### src/rtl/p_mac_seq.sv
// Perceptron multiply-accumulate sequencer: streams operand pairs through p_mult
// and accumulates the products onto a bias with saturation.

package p_mac_seq_pkg;
    typedef enum logic [1:0] {DT_BOOL = 2'd0, DT_INT = 2'd1, DT_FXP = 2'd2, DT_FP = 2'd3} dtype_e;

    typedef struct packed {
        dtype_e     dtype;
        logic       sgn;
        logic [7:0] prec;
        logic [7:0] frac;
    } dconf_t;

    localparam dconf_t DEF_DCONF = '{dtype: DT_INT, sgn: 1'b1, prec: 8'd16, frac: 8'd0};
endpackage

// Fixed-point multiplier: aligns the product to O_CONF (round half up), then saturates.
module p_mult
    import p_mac_seq_pkg::*;
#(
    parameter dconf_t I1_CONF = DEF_DCONF,
    parameter dconf_t I2_CONF = DEF_DCONF,
    parameter dconf_t O_CONF  = DEF_DCONF
) (
    input  logic [I1_CONF.prec-1:0] a,
    input  logic [I2_CONF.prec-1:0] b,
    output logic [O_CONF.prec-1:0]  p,
    output logic                    ovf,
    output logic                    udf,
    output logic                    rounded
);
    localparam int unsigned W1   = 32'(I1_CONF.prec);
    localparam int unsigned W2   = 32'(I2_CONF.prec);
    localparam int unsigned WO   = 32'(O_CONF.prec);
    localparam int unsigned F12  = 32'(I1_CONF.frac) + 32'(I2_CONF.frac);
    localparam int unsigned FO   = 32'(O_CONF.frac);
    localparam int unsigned SHR  = (F12 > FO) ? F12 - FO : 0;
    localparam int unsigned SHL  = (FO > F12) ? FO - F12 : 0;
    localparam int unsigned EW_P = W1 + W2 + SHL + 2;
    localparam int unsigned EW   = (EW_P > WO + 2) ? EW_P : WO + 2;
    localparam logic        SGN  = O_CONF.sgn;

    localparam logic signed [EW-1:0] HI = SGN ? (EW'(1) <<< (WO - 1)) - EW'(1)
                                              : (EW'(1) <<< WO) - EW'(1);
    localparam logic signed [EW-1:0] LO = SGN ? -(EW'(1) <<< (WO - 1)) : EW'(0);

    logic signed [EW-1:0] ax, bx, full, shifted;

    // Unsigned formats zero-extend, so the signed datapath holds them as non-negative values.
    assign ax   = {{(EW - W1){SGN & a[W1-1]}}, a};
    assign bx   = {{(EW - W2){SGN & b[W2-1]}}, b};
    assign full = ax * bx;

    if (SHR > 0) begin : g_round
        localparam logic signed [EW-1:0] HALF = EW'(1) <<< (SHR - 1);
        assign rounded = |full[SHR-1:0];
        assign shifted = (full + HALF) >>> SHR;
    end else begin : g_align
        assign rounded = 1'b0;
        assign shifted = full <<< SHL;
    end

    always_comb begin
        ovf = 1'b0;
        udf = 1'b0;
        p   = shifted[WO-1:0];
        if (shifted > HI) begin
            ovf = 1'b1;
            p   = HI[WO-1:0];
        end else if (shifted < LO) begin
            udf = 1'b1;
            p   = LO[WO-1:0];
        end
    end
endmodule

module p_mac_seq
    import p_mac_seq_pkg::*;
#(
    parameter dconf_t      I1_CONF = DEF_DCONF,
    parameter dconf_t      I2_CONF = DEF_DCONF,
    parameter dconf_t      O_CONF  = DEF_DCONF,
    parameter int unsigned LEN_W   = 8
) (
    input  logic                    clk,
    input  logic                    reset_,
    input  logic                    start,
    input  logic [LEN_W-1:0]        len,
    input  logic [O_CONF.prec-1:0]  bias,
    output logic                    busy,
    input  logic                    in_valid,
    output logic                    in_ready,
    input  logic [I1_CONF.prec-1:0] in1,
    input  logic [I2_CONF.prec-1:0] in2,
    output logic                    out_valid,
    input  logic                    out_ready,
    output logic [O_CONF.prec-1:0]  out,
    output logic                    ovf,
    output logic                    udf,
    output logic                    rounded
);
    localparam int unsigned AW  = 32'(O_CONF.prec);
    localparam logic        SGN = O_CONF.sgn;

    if (I1_CONF.dtype != DT_INT && I1_CONF.dtype != DT_FXP) begin : g_bad_dtype
        $error("p_mac_seq: operand format must be INT or FXP");
    end
    if (I2_CONF.dtype != I1_CONF.dtype || O_CONF.dtype != I1_CONF.dtype ||
        I2_CONF.sgn != I1_CONF.sgn || O_CONF.sgn != I1_CONF.sgn) begin : g_bad_mix
        $error("p_mac_seq: operand and result formats must share dtype and signedness");
    end

    typedef enum logic [1:0] {IDLE, RUN, DRAIN, DONE} state_e;

    state_e           state;
    logic [LEN_W-1:0] len_r, cnt;
    logic [AW-1:0]    acc, prod_r, m_p, acc_next;
    logic             prod_v, m_ovf, m_udf, m_rnd;
    logic [AW:0]      sum;
    logic             sat_hi, sat_lo, accept, last;

    p_mult #(
        .I1_CONF(I1_CONF),
        .I2_CONF(I2_CONF),
        .O_CONF (O_CONF)
    ) u_mult (
        .a      (in1),
        .b      (in2),
        .p      (m_p),
        .ovf    (m_ovf),
        .udf    (m_udf),
        .rounded(m_rnd)
    );

    assign out    = acc;
    assign accept = (state == RUN) && in_valid && in_ready;
    assign last   = (cnt + 1'b1) == len_r;

    // One-bit-wider add; signed overflow shows as disagreement of the top two sum bits.
    always_comb begin
        sum      = {SGN & acc[AW-1], acc} + {SGN & prod_r[AW-1], prod_r};
        sat_hi   = 1'b0;
        sat_lo   = 1'b0;
        acc_next = sum[AW-1:0];
        if (SGN) begin
            sat_hi = !sum[AW] && sum[AW-1];
            sat_lo = sum[AW] && !sum[AW-1];
        end else begin
            sat_hi = sum[AW];
        end
        if (sat_hi) begin
            acc_next = SGN ? {1'b0, {(AW - 1){1'b1}}} : {AW{1'b1}};
        end else if (sat_lo) begin
            acc_next = {1'b1, {(AW - 1){1'b0}}};
        end
    end

    always_ff @(posedge clk or negedge reset_) begin
        if (!reset_) begin
            state     <= IDLE;
            len_r     <= '0;
            cnt       <= '0;
            acc       <= '0;
            prod_r    <= '0;
            prod_v    <= 1'b0;
            ovf       <= 1'b0;
            udf       <= 1'b0;
            rounded   <= 1'b0;
            busy      <= 1'b0;
            in_ready  <= 1'b0;
            out_valid <= 1'b0;
        end else begin
            prod_v  <= accept;
            if (accept) begin
                prod_r <= m_p;
            end
            if (prod_v) begin
                acc <= acc_next;
            end
            ovf     <= ovf | (accept & m_ovf) | (prod_v & sat_hi);
            udf     <= udf | (accept & m_udf) | (prod_v & sat_lo);
            rounded <= rounded | (accept & m_rnd);

            case (state)
                IDLE: begin
                    if (start) begin
                        len_r   <= len;
                        cnt     <= '0;
                        acc     <= bias;
                        ovf     <= 1'b0;
                        udf     <= 1'b0;
                        rounded <= 1'b0;
                        busy    <= 1'b1;
                        if (len == '0) begin
                            state     <= DONE;
                            out_valid <= 1'b1;
                        end else begin
                            state    <= RUN;
                            in_ready <= 1'b1;
                        end
                    end
                end
                RUN: begin
                    if (accept) begin
                        cnt <= cnt + 1'b1;
                        if (last) begin
                            state    <= DRAIN;
                            in_ready <= 1'b0;
                        end
                    end
                end
                DRAIN: begin
                    state     <= DONE;
                    out_valid <= 1'b1;
                end
                DONE: begin
                    if (out_ready) begin
                        state     <= IDLE;
                        out_valid <= 1'b0;
                        busy      <= 1'b0;
                    end
                end
                default: state <= IDLE;
            endcase
        end
    end
endmodule
### config.mk
export PLATFORM = sky130hd
export DESIGN_NAME = p_mac_seq
export DESIGN_NICKNAME = d
export VERILOG_FILES = /design/src/rtl/p_mac_seq.sv
export SDC_FILE = /design/constraint.sdc
export NUM_CORES = 1
export LEC_CHECK = 0
export BUFFER_PORTS_ARGS = -buffer_cell sky130_fd_sc_hd__buf_4
export CORE_ASPECT_RATIO = 1.1
export CORE_MARGIN = 2
export CORE_UTILIZATION = 40
export DETAILED_ROUTE_END_ITERATION = 10
export PLACE_DENSITY = 0.53
export SYNTH_ARGS = -nofsm -noshare
export SYNTH_HDL_FRONTEND = slang
export SYNTH_HIERARCHICAL = 1
export SYNTH_SLANG_ARGS = --single-unit
### constraint.sdc
create_clock -name clk -period 4.55 [get_ports clk]
set_clock_uncertainty 0.2 [all_clocks]
set_input_delay 0.455 -clock clk [delete_from_list [all_inputs] [get_ports clk]]
set_output_delay 0.455 -clock clk [all_outputs]
set_load 0.05 [all_outputs]
==> results.md, run 1 <==
* Status: finished with violations
* Failing checks: negative setup slack
* R2r endpoint: out[14]
* Filler Cells Inserted at 3279
* CP peak stage delay at 0.55 ns
* EDFF count, synth at 0
* Post-Syn Instances at 1540
* Detailed-route via count at 10907
* Synth area leaders: fa_1 (38%), dfrtp_1 (10%), ha_1 (9.3%)
* CP arrival at 6.88 ns
* Final Hold Viols at 0
* CTS tree: built
* Final period util at 151%
* Core Footprint at 34300 um2
* Main synth FF type: dfrtp_1
* Gpl congestion at 0.843
* Buf+Inv Stages, Crit Path at 7
* RR Startpoint: out[0]
* Critical Path Sink: prod_r[11]
* FMAX at 145 MHz
* Drt first-iter violations at 339
* Slowest stage cell, crit path: fa_1
* Max capacitance violation total at 0
* Syn Nets at 1967
* ANT cells at 0
* Final nets at 2203
* GR Overflow Total at 0
* Yosys top cell area share at 37.8%
* Commonest non-fill, non-tap cell in the layout: inv_1
* Clock latency on the worst-skew pair at 0.32 ns
* Commonest cells after routing, fill and taps aside: inv_1 (292), fa_1 (254), buf_4 (249)
* Reg clk slew, reported paths at 0.05 ns
* R2R cell count at 10
* Post-synthesis async set-or-reset flop share at 100%
* Top Ports at 83
* Largest net degree at the start of global routing at 58
* TNS Setup at -40.64 ns
* Setup CP Type: input port to flip-flop
* I/O Buffers at 82
* Vias in the first global route at 12260
* DRT Wirelength at 34.5 mm
* Worst-path fanout max at 8
* DRT antenna net count at 0
* Clock sink count at 57
* Req. time, crit path at 4.55 ns
* Starting Density at 40.6%
* Clk root buf: clkbuf_16
* Crit-path most repeated cell: fa_1
* First-pass GRT wire length at 60.0 mm
* Synth Register Bits at 57
* Critical Path Sink Type: flip-flop
* DR vias/cell at 4.92
* RSZ-0062 raised after global routing: yes
* Min-Delay Path Class: input port to asynchronous set/reset pin
* Seq/Total Area, Yosys at 10.2%
* Top cell family by delay on the critical path: adder cells
* Cell Rows at 71
* CTS H-tree depth at 3
* Initial antenna violation count at 0
* Reg2reg setup slack at 1.47 ns
* Number of buffers created by CTS at 9
* Share of cells above drive strength 1 at 25.5%
* Crit path setup slack, layout at -2.33 ns
* Area Growth Syn to Fin at 24.5%
* Detail Placement HPWL at 29.4 mm
* Final setup fails at 18
* CP Depth at 26
* Die width at 182 um
* GRT Util Overall at 20.6%
* Crit path launch: in2[11]
* Worst Setup Start Kind: input port
* Max-slew violations at 0
* Clock Path Buffers at 2
* Synthesized area at 13900 um2
* Post-layout min period at 6.88 ns
* Cell variety after synth at 82
* Synth Warn # at 6
* Die height at 200 um
* Least-Margin Pin Slew at 0.979 ns
* Die area at 36300 um2
* Drt drc at 0
* Yosys top cell by area: fa_1
* Slew HR at 34.3%
* DRT Pass-1 Iters at 5
* Routed length per instance at 15.6 um
* Syn_area_per_cell at 9.04 um2
==> what timing repair did <==
item | 4_1_cts | 5_1_grt
buffers inserted | 14 | 11
resized for setup | 93 | 52
pin swaps | 32 | 29
hold buffers | 0 | 0
gates cloned | 1 | 0
endpoints found under the setup margin | 18 | 18
==> registers in the layout, indices dropped and copies added (netlist names) <==
name	count
out	16
prod_r	16
cnt	8
len_r	8
state	2
busy	1
in_ready	1
out_valid	1
ovf	1
prod_v	1
rounded	1
udf	1
==> cell usage after synthesis, drive strengths merged, types with 3 or more instances <==
cell and count:
and2 125, a211oi 7, o21bai 4, nor2 56, fa 263, nor4 5
buf 15, a22o 3, a21oi 66, o21a 5, nor3 14, o211ai 9
a21boi 5, xnor2 38, nand3 15, ha 103, nand4 7, a41oi 3
nand2 196, a21o 19, xor2 20, and3 9, mux2 17, nand2b 12
dfrtp 57, clkbuf 43, inv 310, a2111oi 4, or2 4, o21ai 42
a31oi 16, nor2b 11
==> per-stage QoR <==
stage	setup WS (ns)	cell area (um2)	hold slack (ns)	instances	util [%]
2_1_floorplan	-2.50	14100	-0.0406	1540	-
3_5_place_dp	-2.77	16300	0.293	2179	47.5
5_1_grt	-2.59	17300	0.0677	2216	50.6
3_3_place_gp	-2.78	16300	0.291	2179	47.5
4_1_cts	-2.33	17000	0.0316	2207	49.7
6_report	-2.33	17300	0.0110	2216	50.6
==> cells by family (layout without fill, tap and decap cells) <==
kind of cell               count (synthesis)  after routing  synth area share (%)
and+or+nand+nor                          464            464                  16.4
buffers and inverters                    368            606                  10.3
adders and majority gates                367            367                  47.2
AOI/OAI and AO/OA                        206            206                  10.7
xor gates and xnor gates                  58             58                  3.65
DFF                                       57             57                  10.2
muxes                                     19             19                  1.52
other                                      1              1                0.0269
==> area by class of cell <==
class                           instances  area, um2  share of cell area, %
Clock buffer                           12        246                   1.42
Timing Repair Buffer                  283       2340                   13.5
Sequential cell                        57       1430                   8.23
Tap cell                              438        548                   3.16
Inverter                              310       1170                   6.73
Clock inverter                          1       5.00                 0.0289
Multi-Input combinational cell       1115      11600                   66.9
==> per-layer routing <==
| metal | vias to the layer above | GRT usage (%) | wire [um] |
|---|---|---|---|
| met2 | 141 | 39.1 | 18300 |
| met4 | 0 | 4.69 | 836 |
| met5 | - | 0 | 0 |
| met3 | 49 | 1.88 | 689 |
| met1 | 5474 | 25.2 | 14800 |
| li1 | 5243 | - | - |
==> worst min-delay path by stage <==
stage	end	slack, ns	cells past startpoint
floorplan	busy	-0.04	0
global placement	rounded	0.29	2
detailed placement	rounded	0.29	2
CTS	out[5]	0.03	1
global route	out[6]	0.07	1
finish	out[7]	0.01	1
Power of run 1 is not shown: default switching activity piles up to over one toggle a cycle in this logic, so the estimate is an artifact.
==> run 2, diff against run 1 <==
REMOVE_ABC_BUFFERS = 1   (was not set)
==> results.md, run 2 (synthesized netlist as in run 1, its figures left out) <==
* Status: finished with violations
* Failing checks: negative hold slack, negative setup slack
* Detail Placement HPWL at 29.8 mm
* DR vias/cell at 4.93
* Filler Cells Inserted at 3287
* GR Overflow Total at 0
* Share of cells above drive strength 1 at 24.4%
* Die area at 36300 um2
* Commonest cells after routing, fill and taps aside: inv_1 (299), fa_1 (259), buf_4 (256)
* Die width at 182 um
* Commonest non-fill, non-tap cell in the layout: inv_1
* FMAX at 142 MHz
* Clock latency on the worst-skew pair at 0.33 ns
* First-pass GRT wire length at 59.5 mm
* Die height at 200 um
* Critical Path Sink: prod_r[10]
* Cell Rows at 71
* Reg clk slew, reported paths at 0.05 ns
* Slew HR at 32.1%
* R2r endpoint: out[12]
* GRT Util Overall at 20.3%
* Register area at 1430 um2
* Max capacitance violation total at 0
* Clock sink count at 57
* Crit path launch: in1[14]
* RR Startpoint: out[0]
* Largest net degree at the start of global routing at 58
* CTS H-tree depth at 3
* CP arrival at 7.04 ns
* Worst-path fanout max at 8
* Initial antenna violation count at 0
* Final Hold Viols at 14
* DRT Wirelength at 34.6 mm
* Clock Path Buffers at 2
* Post-layout min period at 7.03 ns
* RSZ-0062 raised after global routing: yes
* CTS tree: built
* R2R cell count at 10
* Setup CP Type: input port to flip-flop
* Drt first-iter violations at 413
* DRT Pass-1 Iters at 5
* I/O Buffers at 82
* Vias in the first global route at 12177
* DRT antenna net count at 0
* Starting Density at 40.6%
* Routed length per instance at 15.6 um
* Reg2reg setup slack at 1.32 ns
* Area Growth Syn to Fin at 24.6%
* Worst Setup Start Kind: input port
* Final nets at 2211
* Gpl congestion at 0.817
* Critical Path Sink Type: flip-flop
* Req. time, crit path at 4.56 ns
* Min-Delay Path Class: input port to asynchronous set/reset pin
* Area occupied by multi-input gates at 11500 um2
* Max-slew violations at 0
* Core Footprint at 34300 um2
* Final setup fails at 18
* Number of buffers created by CTS at 9
* Least-Margin Pin Slew at 1.01 ns
* Clk root buf: clkbuf_16
* Top Ports at 83
* Drt drc at 0
* Final hold slack at -0.00964 ns
* Final period util at 154%
* Crit path setup slack, layout at -2.48 ns
* Detailed-route via count at 10993
run 2: changes by cell type in the layout (fill, tap and decap cells not counted), sizes merged:
cell / previous run / this run
buf: 282 / 289
clkinv: 1 / 3
clkinvlp: 0 / 2
diode: 0 / 1
run 2: timing repair:
| item | in CTS | in global routing |
|---|---|---|
| setup endpoints to repair | 18 | 18 |
| pin swaps | 42 | 37 |
| hold buffers | 0 | 0 |
| cloned | 1 | 1 |
| buffers inserted | 10 | 9 |
| resized for setup | 85 | 53 |
run 2: worst min-delay path by stage:
stage           endpoint  depth (start not counted)
2_1_floorplan       busy                          0
3_3_place_gp    len_r[7]                          2
3_5_place_dp    len_r[6]                          2
4_1_cts        prod_r[1]                          1
5_1_grt           out[1]                          1
6_report          out[3]                          1
run 2: per-stage QoR:
step           TNS [ns]  worst slack [ns]  std cells  area, um2  utilization, %
4_1_cts          -43.49             -2.47       2218      17000            49.7
6_report         -43.97             -2.48       2228      17300            50.6
5_1_grt          -48.50             -2.73       2227      17300            50.6
3_3_place_gp     -51.10             -2.88       2191      16300            47.6
3_5_place_dp     -51.89             -2.93       2191      16300            47.6
2_1_floorplan    -52.52             -3.04       1482      13700               -
run 2: metal layers:
metal	GRT usage, %	wire [um]
met2	39.1	18500
met3	1.33	662
met5	0	0
met1	25.6	15300
met4	2.54	196
run 2: layout make-up:
| class | instances | share of cell area, % |
|---|---|---|
| clock inverters | 5 | 0.173 |
| well taps | 438 | 3.16 |
| repair buffers | 291 | 14.1 |
| flip-flops and latches | 57 | 8.23 |
| diodes | 1 | 0.0144 |
| inverters | 310 | 6.71 |
| clock buffers | 11 | 1.46 |
| multi-input cells | 1115 | 66.2 |
run 2: worst max-delay path, cell delays in order:
cell and delay, ns:
buf_12 0.11, and2_4 0.15, fa_1 0.55, inv_2 0.04, fa_1 0.49, fa_1 0.54
inv_2 0.04, fa_1 0.50, fa_1 0.52, inv_1 0.05, fa_1 0.48, inv_2 0.05
ha_4 0.24, a21o_1 0.20, a31oi_2 0.17, o21ai_2 0.09, o211ai_1 0.26, buf_4 0.17
nor2b_4 0.15, o21ai_2 0.06, xor2_1 0.17, or4_4 0.55, o41ai_4 0.35, buf_4 0.19
clkbuf_16 0.16, a21oi_2 0.05, mux2_4 0.26
Power of run 2 is left out for the same reason.
